## src/rtl/instr_decode_pipe.sv

```systemverilog
// RV32I (+ optional RV32M) decode stage with a DEPTH-entry output queue.
// Latency: an instruction accepted in cycle N is at the head in cycle N+1 when the queue is empty.
// Backpressure: in_ready depends only on the registered count and flush, never on out_ready; a full queue blocks push even in a pop cycle.
//
// Optional feature macro: DECODE_RV32M_EN adds MUL..REMU ALU ops (ALU_OPS=22 instead of 14).
//
// Ports:
//   clk, rst            clock, synchronous active-high reset
//   in_valid/in_ready   fetch handshake; in_instr/in_pc are the instruction and its PC
//   flush               drops every queued entry and the instruction offered this cycle
//   out_valid/out_ready execute handshake on the queue head
//   out_pc, out_rs1/rs2/rd, out_rd_we, out_imm, out_funct3, out_alu_op,
//   out_opcode_type, out_exception   decoded head payload
//   out_rs1_raw/out_rs2_raw          combinational register fields of in_instr
module instr_decode_pipe #(
  parameter int XLEN          = 32,
  parameter int DEPTH         = 2,
  parameter int STRICT_DECODE = 1,
`ifdef DECODE_RV32M_EN
  localparam int ALU_OPS      = 22
`else
  localparam int ALU_OPS      = 14
`endif
) (
  input  logic               clk,
  input  logic               rst,
  input  logic               in_valid,
  output logic               in_ready,
  input  logic [31:0]        in_instr,
  input  logic [XLEN-1:0]    in_pc,
  input  logic               flush,
  output logic               out_valid,
  input  logic               out_ready,
  output logic [XLEN-1:0]    out_pc,
  output logic [4:0]         out_rs1,
  output logic [4:0]         out_rs2,
  output logic [4:0]         out_rd,
  output logic [4:0]         out_rs1_raw,
  output logic [4:0]         out_rs2_raw,
  output logic               out_rd_we,
  output logic [XLEN-1:0]    out_imm,
  output logic [2:0]         out_funct3,
  output logic [ALU_OPS-1:0] out_alu_op,
  output logic [10:0]        out_opcode_type,
  output logic [3:0]         out_exception
);

  localparam int CNT_W = $clog2(DEPTH + 1);
  localparam int PTR_W = (DEPTH > 1) ? $clog2(DEPTH) : 1;

  localparam int A_ADD = 0, A_SUB = 1, A_SLT = 2, A_SLTU = 3, A_XOR = 4, A_OR = 5, A_AND = 6;
  localparam int A_SLL = 7, A_SRL = 8, A_SRA = 9, A_EQ = 10, A_NEQ = 11, A_GE = 12, A_GEU = 13;

  typedef struct packed {
    logic [XLEN-1:0]    pc;
    logic [4:0]         rs1;
    logic [4:0]         rs2;
    logic [4:0]         rd;
    logic               rd_we;
    logic [XLEN-1:0]    imm;
    logic [2:0]         funct3;
    logic [ALU_OPS-1:0] alu_op;
    logic [10:0]        opcode_type;
    logic [3:0]         exception;
  } entry_t;

  entry_t            queue_q [DEPTH];
  entry_t            queue_d [DEPTH];
  logic [CNT_W-1:0]  count_q, count_d;
  logic [PTR_W-1:0]  rd_ptr_q, rd_ptr_d, wr_ptr_q, wr_ptr_d;
  entry_t            dec;
  logic              push, pop;

  // ---------------- combinational decode of in_instr ----------------
  logic [6:0] opc, f7;
  logic [2:0] f3;
  logic [4:0] rd_f, rs1_f;
  logic       illegal, ecall, ebreak, mret, we_base, m_op;

  function automatic logic [ALU_OPS-1:0] base_alu(input logic [2:0] fn, input logic alt, input logic allow_sub);
    logic [ALU_OPS-1:0] v;
    v = '0;
    case (fn)
      3'd0:    v[(allow_sub && alt) ? A_SUB : A_ADD] = 1'b1;
      3'd1:    v[A_SLL]  = 1'b1;
      3'd2:    v[A_SLT]  = 1'b1;
      3'd3:    v[A_SLTU] = 1'b1;
      3'd4:    v[A_XOR]  = 1'b1;
      3'd5:    v[alt ? A_SRA : A_SRL] = 1'b1;
      3'd6:    v[A_OR]   = 1'b1;
      default: v[A_AND]  = 1'b1;
    endcase
    return v;
  endfunction

  assign opc   = in_instr[6:0];
  assign f3    = in_instr[14:12];
  assign f7    = in_instr[31:25];
  assign rd_f  = in_instr[11:7];
  assign rs1_f = in_instr[19:15];
`ifdef DECODE_RV32M_EN
  assign m_op  = (f7 == 7'b0000001);
`else
  assign m_op  = 1'b0;
`endif

  always_comb begin
    dec             = '0;
    illegal         = 1'b0;
    ecall           = 1'b0;
    ebreak          = 1'b0;
    mret            = 1'b0;
    we_base         = 1'b0;
    dec.pc          = in_pc;
    dec.rs1         = rs1_f;
    dec.rs2         = in_instr[24:20];
    dec.rd          = rd_f;
    dec.funct3      = f3;
    dec.alu_op[A_ADD] = 1'b1;
    case (opc)
      7'b0110011: begin
        dec.opcode_type[0] = 1'b1;
        we_base            = 1'b1;
        dec.alu_op         = base_alu(f3, in_instr[30], 1'b1);
`ifdef DECODE_RV32M_EN
        if (m_op) dec.alu_op = ALU_OPS'(1) << (14 + int'(f3));
`endif
        if (STRICT_DECODE != 0 && !(f7 == 7'd0 || m_op ||
            (f7 == 7'b0100000 && (f3 == 3'd0 || f3 == 3'd5)))) illegal = 1'b1;
      end
      7'b0010011: begin
        dec.opcode_type[1] = 1'b1;
        we_base            = 1'b1;
        dec.imm            = XLEN'($signed(in_instr[31:20]));
        dec.alu_op         = base_alu(f3, in_instr[30], 1'b0);
        if (f3 == 3'd1 || f3 == 3'd5) begin
          // bit 25 would be shamt[5], which does not exist on RV32
          if (in_instr[25]) illegal = 1'b1;
          if (STRICT_DECODE != 0 && !(f7 == 7'd0 || (f3 == 3'd5 && f7 == 7'b0100000))) illegal = 1'b1;
        end
      end
      7'b0000011: begin
        dec.opcode_type[2] = 1'b1;
        we_base            = 1'b1;
        dec.imm            = XLEN'($signed(in_instr[31:20]));
        if (STRICT_DECODE != 0 && (f3 == 3'd3 || f3 == 3'd6 || f3 == 3'd7)) illegal = 1'b1;
      end
      7'b0100011: begin
        dec.opcode_type[3] = 1'b1;
        dec.imm            = XLEN'($signed({in_instr[31:25], in_instr[11:7]}));
        if (STRICT_DECODE != 0 && f3 > 3'd2) illegal = 1'b1;
      end
      7'b1100011: begin
        dec.opcode_type[4] = 1'b1;
        dec.imm = XLEN'($signed({in_instr[31], in_instr[7], in_instr[30:25], in_instr[11:8], 1'b0}));
        dec.alu_op = '0;
        case (f3)
          3'd0:    dec.alu_op[A_EQ]   = 1'b1;
          3'd1:    dec.alu_op[A_NEQ]  = 1'b1;
          3'd4:    dec.alu_op[A_SLT]  = 1'b1;
          3'd5:    dec.alu_op[A_GE]   = 1'b1;
          3'd6:    dec.alu_op[A_SLTU] = 1'b1;
          3'd7:    dec.alu_op[A_GEU]  = 1'b1;
          default: begin
            dec.alu_op[A_ADD] = 1'b1;
            if (STRICT_DECODE != 0) illegal = 1'b1;
          end
        endcase
      end
      7'b1101111: begin
        dec.opcode_type[5] = 1'b1;
        we_base            = 1'b1;
        dec.imm = XLEN'($signed({in_instr[31], in_instr[19:12], in_instr[20], in_instr[30:21], 1'b0}));
      end
      7'b1100111: begin
        dec.opcode_type[6] = 1'b1;
        we_base            = 1'b1;
        dec.imm            = XLEN'($signed(in_instr[31:20]));
        if (STRICT_DECODE != 0 && f3 != 3'd0) illegal = 1'b1;
      end
      7'b0110111, 7'b0010111: begin
        dec.opcode_type[opc[5] ? 7 : 8] = 1'b1;
        we_base = 1'b1;
        dec.imm = XLEN'($signed({in_instr[31:12], 12'b0}));
      end
      7'b1110011: begin
        dec.opcode_type[9] = 1'b1;
        dec.imm            = XLEN'(in_instr[31:20]);
        if (f3 != 3'd0) begin
          we_base = 1'b1;
        end else if (STRICT_DECODE != 0 && (rs1_f != 5'd0 || rd_f != 5'd0)) begin
          illegal = 1'b1;
        end else begin
          case (in_instr[31:20])
            12'h000: ecall  = 1'b1;
            12'h001: ebreak = 1'b1;
            12'h302: mret   = 1'b1;
            default: if (STRICT_DECODE != 0) illegal = 1'b1;
          endcase
        end
      end
      7'b0001111: begin
        dec.opcode_type[10] = 1'b1;
        dec.imm             = XLEN'(in_instr[31:20]);
      end
      default: illegal = 1'b1;
    endcase
    // low bits != 2'b11 never match a listed opcode; kept explicit for clarity
    if (in_instr[1:0] != 2'b11) illegal = 1'b1;
    if (illegal) dec.alu_op = '0;
    dec.rd_we     = we_base && (rd_f != 5'd0) && !illegal;
    dec.exception = {mret, ebreak, ecall, illegal};
  end

  // ---------------- queue control ----------------
  function automatic logic [PTR_W-1:0] ptr_inc(input logic [PTR_W-1:0] p);
    return (p == PTR_W'(DEPTH - 1)) ? '0 : p + PTR_W'(1);
  endfunction

  assign in_ready  = !rst && !flush && (count_q < CNT_W'(DEPTH));
  assign out_valid = (count_q != '0);
  assign push      = in_valid && in_ready;
  assign pop       = out_valid && out_ready;

  always_comb begin
    queue_d  = queue_q;
    count_d  = count_q;
    rd_ptr_d = rd_ptr_q;
    wr_ptr_d = wr_ptr_q;
    if (flush) begin
      count_d  = '0;
      rd_ptr_d = '0;
      wr_ptr_d = '0;
    end else begin
      if (push) begin
        queue_d[wr_ptr_q] = dec;
        wr_ptr_d          = ptr_inc(wr_ptr_q);
      end
      if (pop) rd_ptr_d = ptr_inc(rd_ptr_q);
      count_d = count_q + CNT_W'(push) - CNT_W'(pop);
    end
  end

  always_ff @(posedge clk) begin
    if (rst) begin
      count_q  <= '0;
      rd_ptr_q <= '0;
      wr_ptr_q <= '0;
      for (int i = 0; i < DEPTH; i++) queue_q[i] <= '0;
    end else begin
      count_q  <= count_d;
      rd_ptr_q <= rd_ptr_d;
      wr_ptr_q <= wr_ptr_d;
      queue_q  <= queue_d;
    end
  end

  assign out_rs1_raw     = in_instr[19:15];
  assign out_rs2_raw     = in_instr[24:20];
  assign out_pc          = queue_q[rd_ptr_q].pc;
  assign out_rs1         = queue_q[rd_ptr_q].rs1;
  assign out_rs2         = queue_q[rd_ptr_q].rs2;
  assign out_rd          = queue_q[rd_ptr_q].rd;
  assign out_rd_we       = queue_q[rd_ptr_q].rd_we;
  assign out_imm         = queue_q[rd_ptr_q].imm;
  assign out_funct3      = queue_q[rd_ptr_q].funct3;
  assign out_alu_op      = queue_q[rd_ptr_q].alu_op;
  assign out_opcode_type = queue_q[rd_ptr_q].opcode_type;
  assign out_exception   = queue_q[rd_ptr_q].exception;

endmodule

```

## config.mk

```make
export PLATFORM = sky130hd
export DESIGN_NAME = instr_decode_pipe
export DESIGN_NICKNAME = d
export VERILOG_FILES = /design/src/rtl/instr_decode_pipe.sv
export SDC_FILE = /design/constraint.sdc
export NUM_CORES = 1
export LEC_CHECK = 0
export BUFFER_PORTS_ARGS = -buffer_cell sky130_fd_sc_hd__buf_2
export CAP_MARGIN = 20
export CORE_MARGIN = 5
export CORE_UTILIZATION = 25
export CTS_CLUSTER_SIZE = 24
export DETAILED_ROUTE_END_ITERATION = 6
export GPL_ROUTABILITY_DRIVEN = 0
export RECOVER_POWER = 25
export SYNTH_ARGS = -nofsm -noshare
export SYNTH_HDL_FRONTEND = slang
export SYNTH_SLANG_ARGS = --single-unit
export TNS_END_PERCENT = 5
```

## constraint.sdc

```tcl
create_clock -name clk -period 4.19 [get_ports clk]
set_input_delay 0.2095 -clock clk [delete_from_list [all_inputs] [get_ports clk]]
set_output_delay 0.2095 -clock clk [all_outputs]
set_load 0.05 [all_outputs]
```

==> qor.csv, run 1 <==
stage,metric,value,unit
outcome,outcome,"finished, violations left",
outcome,violations,"capacitance limit, slew limit",
grt,grt_max_degree,86,
timing,setup_viol_count_final,0,
grt,grt_pass1_wl,52200,µm
clock_tree,clkTransAtPathRegs,0.06,ns
setup_path,ff2ff_setup_slack,1.03,ns
grt,grt_pass1_vias,9043,
setup_path,cp-startpoint,flush,
clock_tree,htree_levels,1,
setup_path,cp_cell_sequence,dlygate4sd3_1 -> clkbuf_1 -> or4b_1 -> nor2_1 -> nor2_1 -> a22o_1,
placement,portBuffers,192,
timing,fin_crit_sh,78.3,%
synth,synth_cell_types,62,
setup_path,crit_path_top_delay_cell,nor2_1,
setup_path,path_max_fanout,15,
setup_path,cpMostUsedCell,nor2_1,
setup_path,worst-path-buf-inv,2,
clock_tree,cts_resized,0,
detailed_routing,drtIter0Drc,593,
die,rows,73,
timing,slew_viol_final,33,
die,floorplan.die_area,44500,µm²
power_and_ir_drop,p_per_area,396,nW/µm²
detailed_routing,firstDrtPassIters,5,
setup_path,cpPeakStageDelay,1.11,ns
setup_path,cp-end-kind,flip-flop,
timing,timing.fmax,305,MHz
die,floorplan.core_area,39800,µm²
synth,ys_async_sr_fraction,0,%
detailed_routing,drc_errors,0,
clock_tree,cts_buffer_depth,3,
synth,synth_area_per_cell,8.39,µm²
synth,syn_area,10100,µm²
clock_tree,numCtsBuffers,26,
synth,ys_seq_elements,228,
synth,synth.area.top_cells,"dfxtp_1 (45%), mux2_2 (12%), nand2_1 (10%)",
clock_tree,cts_tree,yes,
timing,final-hold-violation-count,0,
detailed_routing,ant_nets,0,
clock_tree,clk_latency,0.54,ns
detailed_routing,wl,34200,µm
timing,rsz0062_at_grt,no,
clock_tree,ctsHoldBuffers,48,
die,die_y,211,µm
setup_path,critPathKind,input port to flip-flop,
die,io_pins,193,
synth,syn_nets,1275,
synth,yosysMostFrequentCell,nand2_1,
timing,tightest_slew,1.53,ns
power_and_ir_drop,power,5040,µW
detailed_routing,viasPerCell,4.82,
synth,ys_seq_area_share,45.2,%
timing,fin_tns_setup,0,ns
synth,yosysWarnings,0,
hold_path,hold_path_class,input port to flip-flop,
hold_path,hp-start,in_instr[20],
final_layout,fill_cells,4237,
setup_path,required,4.61,ns
synth,syn_inst,1204,
setup_path,r2r_start,count_q[1],
detailed_routing,vias,9276,
final_layout,nets,1451,
final_layout,postLayoutCoreUtil,31.9,%
timing,final.min_clock_period,3.28,ns
die,start_util,25.4,%
power_and_ir_drop,peakVddDrop,0.248,mV
grt,grtUsageTotal,14.6,%
synth,synth_edf_count,0,
clock_tree,clock_sinks,228,
power_and_ir_drop,power.leakage,0.00477,µW
synth,synth.top_cell.area_share,45.2,%
clock_tree,clock-root-buffer,clkbuf_16,
setup_path,cp.arrival,3.70,ns
job,cap_violations,1,
synth,ys.flop_type,dfxtp_1,
grt,grt_overflow_total,0,
synth,synth_top_area_cell,dfxtp_1,
final_layout,areaGrowthSynthToFinish,25.8,%
clock_tree,post-cts-setup-buffers,0,
grt,antenna_found_initial,0,
placement,dp_hpwl,23200,µm
setup_path,crit_family,simple AND/OR/NAND/NOR gates,
detailed_routing,routedWlPerCell,17.8,µm
final_layout,layout-drive-gt1-share,24.4,%
synth,synth_common_cells,"nand2_1 (273), dfxtp_1 (228), a21oi_1 (163), mux2_2 (112), nor2_1 (80)",
timing,skew,0.0137,ns
die,die_w,211,µm
setup_path,startpoint_type,input port,
timing,max-slew-margin-rel,-1.85,%
## kinds of logic (layout without fill, tap and decap cells)
family | after synthesis | after routing | synth area share [%]
AND/OR/NAND/NOR | 459 | 459 | 19.7
AO/OA/AOI/OAI | 283 | 283 | 16.9
flip-flops | 228 | 228 | 45.2
buffers and inverters | 115 | 307 | 5.00
multiplexers | 112 | 112 | 12.5
XOR/XNOR | 5 | 5 | 0.434
adder cells (fa/ha/maj) | 2 | 2 | 0.248
other | 0 | 2 | 0
## report_power, final
group | internal [µW] | switching, µW | total [µW]
registers | 2200 | 17.3 | 2220
logic | 148 | 355 | 503
clock network | 1420 | 903 | 2320
total | 3770 | 1270 | 5040
## cell type report
| type | count | area [µm²] | area share [%] |
|---|---|---|---|
| antenna | 2 | 5.00 | 0.0394 |
| clock buffer | 41 | 798 | 6.28 |
| clock inverter | 3 | 68.8 | 0.541 |
| inverter | 5 | 18.8 | 0.148 |
| multi-input combinational | 861 | 5040 | 39.7 |
| sequential | 228 | 4570 | 35.9 |
| tap | 525 | 657 | 5.17 |
| timing repair buffer | 258 | 1560 | 12.2 |
## per-stage QoR
step	hold slack, ns	area (µm²)	setup WS (ns)	std cells
floorplan	0.282	10100	1.45	1204
finish	0.0405	12700	0.908	1923
global route	0.0360	12700	0.825	1921
global placement	0.435	11400	1.67	1828
CTS	0.00430	12800	1.46	1920
detailed placement	0.438	11400	1.64	1828
## worst reg2reg max path: stages, from the launching register on
cell	delay [ns]
dfxtp_1	0.33
or4b_1	0.54
nor2_1	1.11
nor2_1	0.65
a22o_1	0.41
## per-layer routing
metal	GRT usage [%]	wire length [µm]	vias to the layer above	share of wire [%]
met3	3.27	2360	43	6.9
met1	19.7	15000	4422	44
met5	0	0	-	0
met4	4.40	848	0	2.5
li1	-	-	4530	-
met2	23.4	15900	281	47
## cell usage in the layout (no fill, tap or decap), types with 3 or more instances in the layout
master         instances
clkbuf_8               7
buf_2                164
nor2b_1                7
nand4b_1               3
nor3_1                22
a22oi_1                5
o21ai_1                4
o211ai_1               3
clkbuf_16             27
dlygate4sd3_1         48
o21ai_0               20
xor2_1                 3
nor3b_1                6
clkbuf_1              35
or3_1                  4
and2_1                 3
nor4_1                 7
a22o_1                14
nand2b_1               4
nand2_1              273
mux2_2               111
buf_4                 15
nor2_1                81
nand3b_1               3
nand3_1               19
nand4_1                9
a21oi_1              163
and3_1                 3
a211oi_1              50
or2_2                  3
inv_1                  5
o31ai_1                3
dfxtp_1              227
## final timing paths
| check | to | cells after the start |
|---|---|---|
| max | queue_q[150] | 6 |
| min | queue_q[182] | 3 |
| max reg2reg | queue_q[150] | 4 |
| min reg2reg | queue_q[176] | 2 |
## registers in the layout, indices dropped and copies added (netlist names)
signal    count
queue_q     224
count_q       2
rd_ptr_q      1
wr_ptr_q      1
Power figures use the tool's default switching activity.
==> run 2, diff against run 1 <==
--- a/config.mk
+++ b/config.mk
@@ -5,6 +5,7 @@
 export SDC_FILE = /design/constraint.sdc
 export NUM_CORES = 1
 export LEC_CHECK = 0
+export ABC_AREA = 1
 export BUFFER_PORTS_ARGS = -buffer_cell sky130_fd_sc_hd__buf_2
 export CAP_MARGIN = 20
 export CORE_MARGIN = 5
==> constraint.sdc (replaced) <==
create_clock -name clk -period 2.7 [get_ports clk]
set_input_delay 0.135 -clock clk [delete_from_list [all_inputs] [get_ports clk]]
set_output_delay 0.135 -clock clk [all_outputs]
set_load 0.05 [all_outputs]
==> run 2 against run 1 <==
The run now ends clean; setup slack got worse by 0.65 ns; wire length shrank 2.1%; via count rose by 9.6%; first-iteration DRC count grew 53%; critical path depth unchanged; combinational power increased by 100%; highest routed layer is now met5.
==> qor.csv, run 2 <==
stage,metric,value,unit
grt,grtUsageTotal,14.1,%
grt,antenna_found_initial,2,
job,cap_violations,0,
detailed_routing,drc_errors,0,
synth,synth_cell_types,38,
detailed_routing,ant_nets,0,
synth,synth_area_per_cell,7.08,µm²
timing,rsz0062_at_grt,no,
clock_tree,htree_levels,1,
timing,slew_viol_final,0,
setup_path,ff2ff_path_depth,6,
placement,portBuffers,192,
die,die_w,214,µm
timing,fin_tns_setup,0,ns
timing,timing.final.ws_setup,0.262,ns
final_layout,top_register,queue_q,
placement,dp_hpwl,22100,µm
synth,syn_inst,1468,
timing,final-hold-violation-count,0,
final_layout,nets,1725,
clock_tree,cts_buffer_depth,3,
die,rows,74,
die,io_pins,193,
synth,yosysMostFrequentCell,o21ai_0,
die,start_util,25.3,%
setup_path,critPathKind,flip-flop to flip-flop,
clock_tree,cts_tree,yes,
setup_path,cp-end-kind,flip-flop,
clock_tree,clock-root-buffer,clkbuf_16,
timing,skew,0.0166,ns
die,floorplan.die_area,45800,µm²
clock_tree,cts_resized,0,
timing,timing.fmax,410,MHz
synth,synth.area.top_cells,"dfxtp_1 (44%), o21ai_0 (14%), nand2_1 (9.1%)",
synth,yosysWarnings,0,
power_and_ir_drop,peakVddDrop,0.428,mV
setup_path,crit_path_top_delay_cell,dlygate4sd3_1,
setup_path,ff2ff_setup_slack,0.26,ns
synth,ys.flop_type,dfxtp_1,
synth,syn_area,10400,µm²
synth,ys_seq_elements,228,
hold_path,hold_path_class,input port to flip-flop,
detailed_routing,wl,33500,µm
final_layout,layout-drive-gt1-share,17.5,%
detailed_routing,viasPerCell,4.61,
detailed_routing,firstDrtPassIters,5,
setup_path,r2r_start,rd_ptr_q,
grt,grt_max_degree,139,
synth,synth_top_area_cell,dfxtp_1,
detailed_routing,vias,10200,
clock_tree,clk_latency,0.54,ns
detailed_routing,routedWlPerCell,15.2,µm
placement,pre_cts_ws,0.480,ns
synth,syn_nets,1539,
grt,grt_pass1_vias,9766,
detailed_routing,drtIter0Drc,907,
outcome,outcome,"complete, no violations",
timing,final.min_clock_period,2.44,ns
timing,setup_viol_count_final,0,
setup_path,worstReg2RegEnd,rd_ptr_q,
final_layout,ff_latch_area,4570,µm²
clock_tree,numCtsBuffers,28,
final_layout,areaGrowthSynthToFinish,27.5,%
synth,synth_common_cells,"o21ai_0 (282), nand2_1 (251), dfxtp_1 (228), inv_1 (158), a21oi_1 (150)",
power_and_ir_drop,power.leakage,0.00596,µW
setup_path,cp.arrival,2.92,ns
hold_path,hold_end,queue_q[118],
final_layout,antennaDiodeCount,0,
grt,grt_pass1_wl,53900,µm
setup_path,cpMostUsedCell,dlygate4sd3_1,
synth,ys_async_sr_fraction,0,%
synth,ys_seq_area_share,43.9,%
final_layout,largest_reg_flops,224,
setup_path,startpoint_type,flip-flop,
grt,grt_overflow_total,0,
final_layout,multi_input_area,4650,µm²
timing,max-slew-margin-rel,39.7,%
timing,tightest_slew,0.904,ns
timing,fin_crit_sh,90.3,%
final_layout,layout_common_cells,"o21ai_0 (282), nand2_1 (251), dfxtp_1 (227)",
setup_path,cpPeakStageDelay,0.56,ns
final_layout,reg.largest.list,"queue_q (224), count_q (2)",
clock_tree,clock_sinks,228,
synth,synth.top_cell.area_share,43.9,%
setup_path,cp_cell_sequence,inv_1 -> buf_4 -> o21ai_0 -> dlygate4sd3_1 -> a21oi_1 -> dlygate4sd3_1,
clock_tree,clkTransAtPathRegs,0.06,ns
final_layout,fill_cells,4391,
power_and_ir_drop,p_per_area,636,nW/µm²
setup_path,required,3.18,ns
hold_path,hold_depth,4,
setup_path,path_max_fanout,12,
final_layout,layout_commonest_cell,o21ai_0,
clock_tree,post-cts-setup-buffers,0,
die,floorplan.core_area,41000,µm²
synth,synth_edf_count,0,
hold_path,hp-start,in_instr[6],
die,die_y,214,µm
run 2: logic make-up (layout without fill, tap and decap cells):
family / Yosys count / in the layout / share of synthesized area (%)
AO/OA/AOI/OAI: 474 / 474 / 23.8
XOR/XNOR: 1 / 1 / 0.0843
AND/OR/NAND/NOR: 482 / 482 / 20.6
adder cells (fa/ha/maj): 2 / 2 / 0.241
flip-flops: 228 / 228 / 43.9
buffers and inverters: 281 / 489 / 11.3
run 2: final cells by class:
cell class / count / share of cell area [%]
Inverter: 168 / 4.82
Clock buffer: 42 / 6.37
Sequential cell: 228 / 34.5
Timing Repair Buffer: 269 / 13.2
Tap cell: 532 / 5.02
Clock inverter: 10 / 0.982
Multi-Input combinational cell: 959 / 35.1
run 2: metal layers:
| layer | global-route usage, % | up-vias | routed length [µm] |
|---|---|---|---|
| li1 | - | 5154 | - |
| met2 | 22.7 | 273 | 15000 |
| met3 | 3.02 | 64 | 2000 |
| met5 | 0 | - | 25 |
| met4 | 3.71 | 4 | 891 |
| met1 | 19.3 | 4674 | 15500 |
run 2: worst max-delay path by stage:
stage                         from            endpoint  slack, ns  cells after the start
after global routing           rst        queue_q[161]       0.06                     12
after CTS                 rd_ptr_q            rd_ptr_q       0.23                      6
after floorplan           rd_ptr_q  out_opcode_type[0]       0.50                      4
after detailed placement       rst          queue_q[7]       0.48                      9
after global placement         rst         queue_q[47]       0.56                      9
final                     rd_ptr_q            rd_ptr_q       0.26                      6
run 2: critical path, delay by kind of cell, from the launching register on:
kind | cells | cell delay [ns]
AO/OA/AOI/OAI | 2 | 0.23
buffers and inverters | 4 | 1.79
flip-flops | 1 | 0.36
run 2: report_power, final:
| part | switching (µW) | leakage (µW) | total (µW) | internal, µW |
|---|---|---|---|---|
| Clock | 1480 | 0.000486 | 3920 | 2440 |
| Combinational | 740 | 0.00362 | 1010 | 273 |
| Sequential | 34.7 | 0.00185 | 3490 | 3460 |
run 2: timing repair:
| action | 4_1_cts | 5_1_grt |
|---|---|---|
| endpoints found under the setup margin | 0 | 0 |
| endpoints found under the hold margin | 119 | 0 |
| hold buffers | 61 | 0 |
run 2: per-stage QoR:
step	hold slack, ns	total power, µW	cells	cell area, µm²	util [%]
2_1_floorplan	0.270	4230	1468	10400	-
3_3_place_gp	0.376	4500	2094	11700	28.5
3_5_place_dp	0.382	4520	2094	11700	28.5
4_1_cts	0.0247	8540	2207	13300	32.3
5_1_grt	0.0605	8770	2208	13300	32.3
6_report	0.0452	8420	2208	13300	32.3
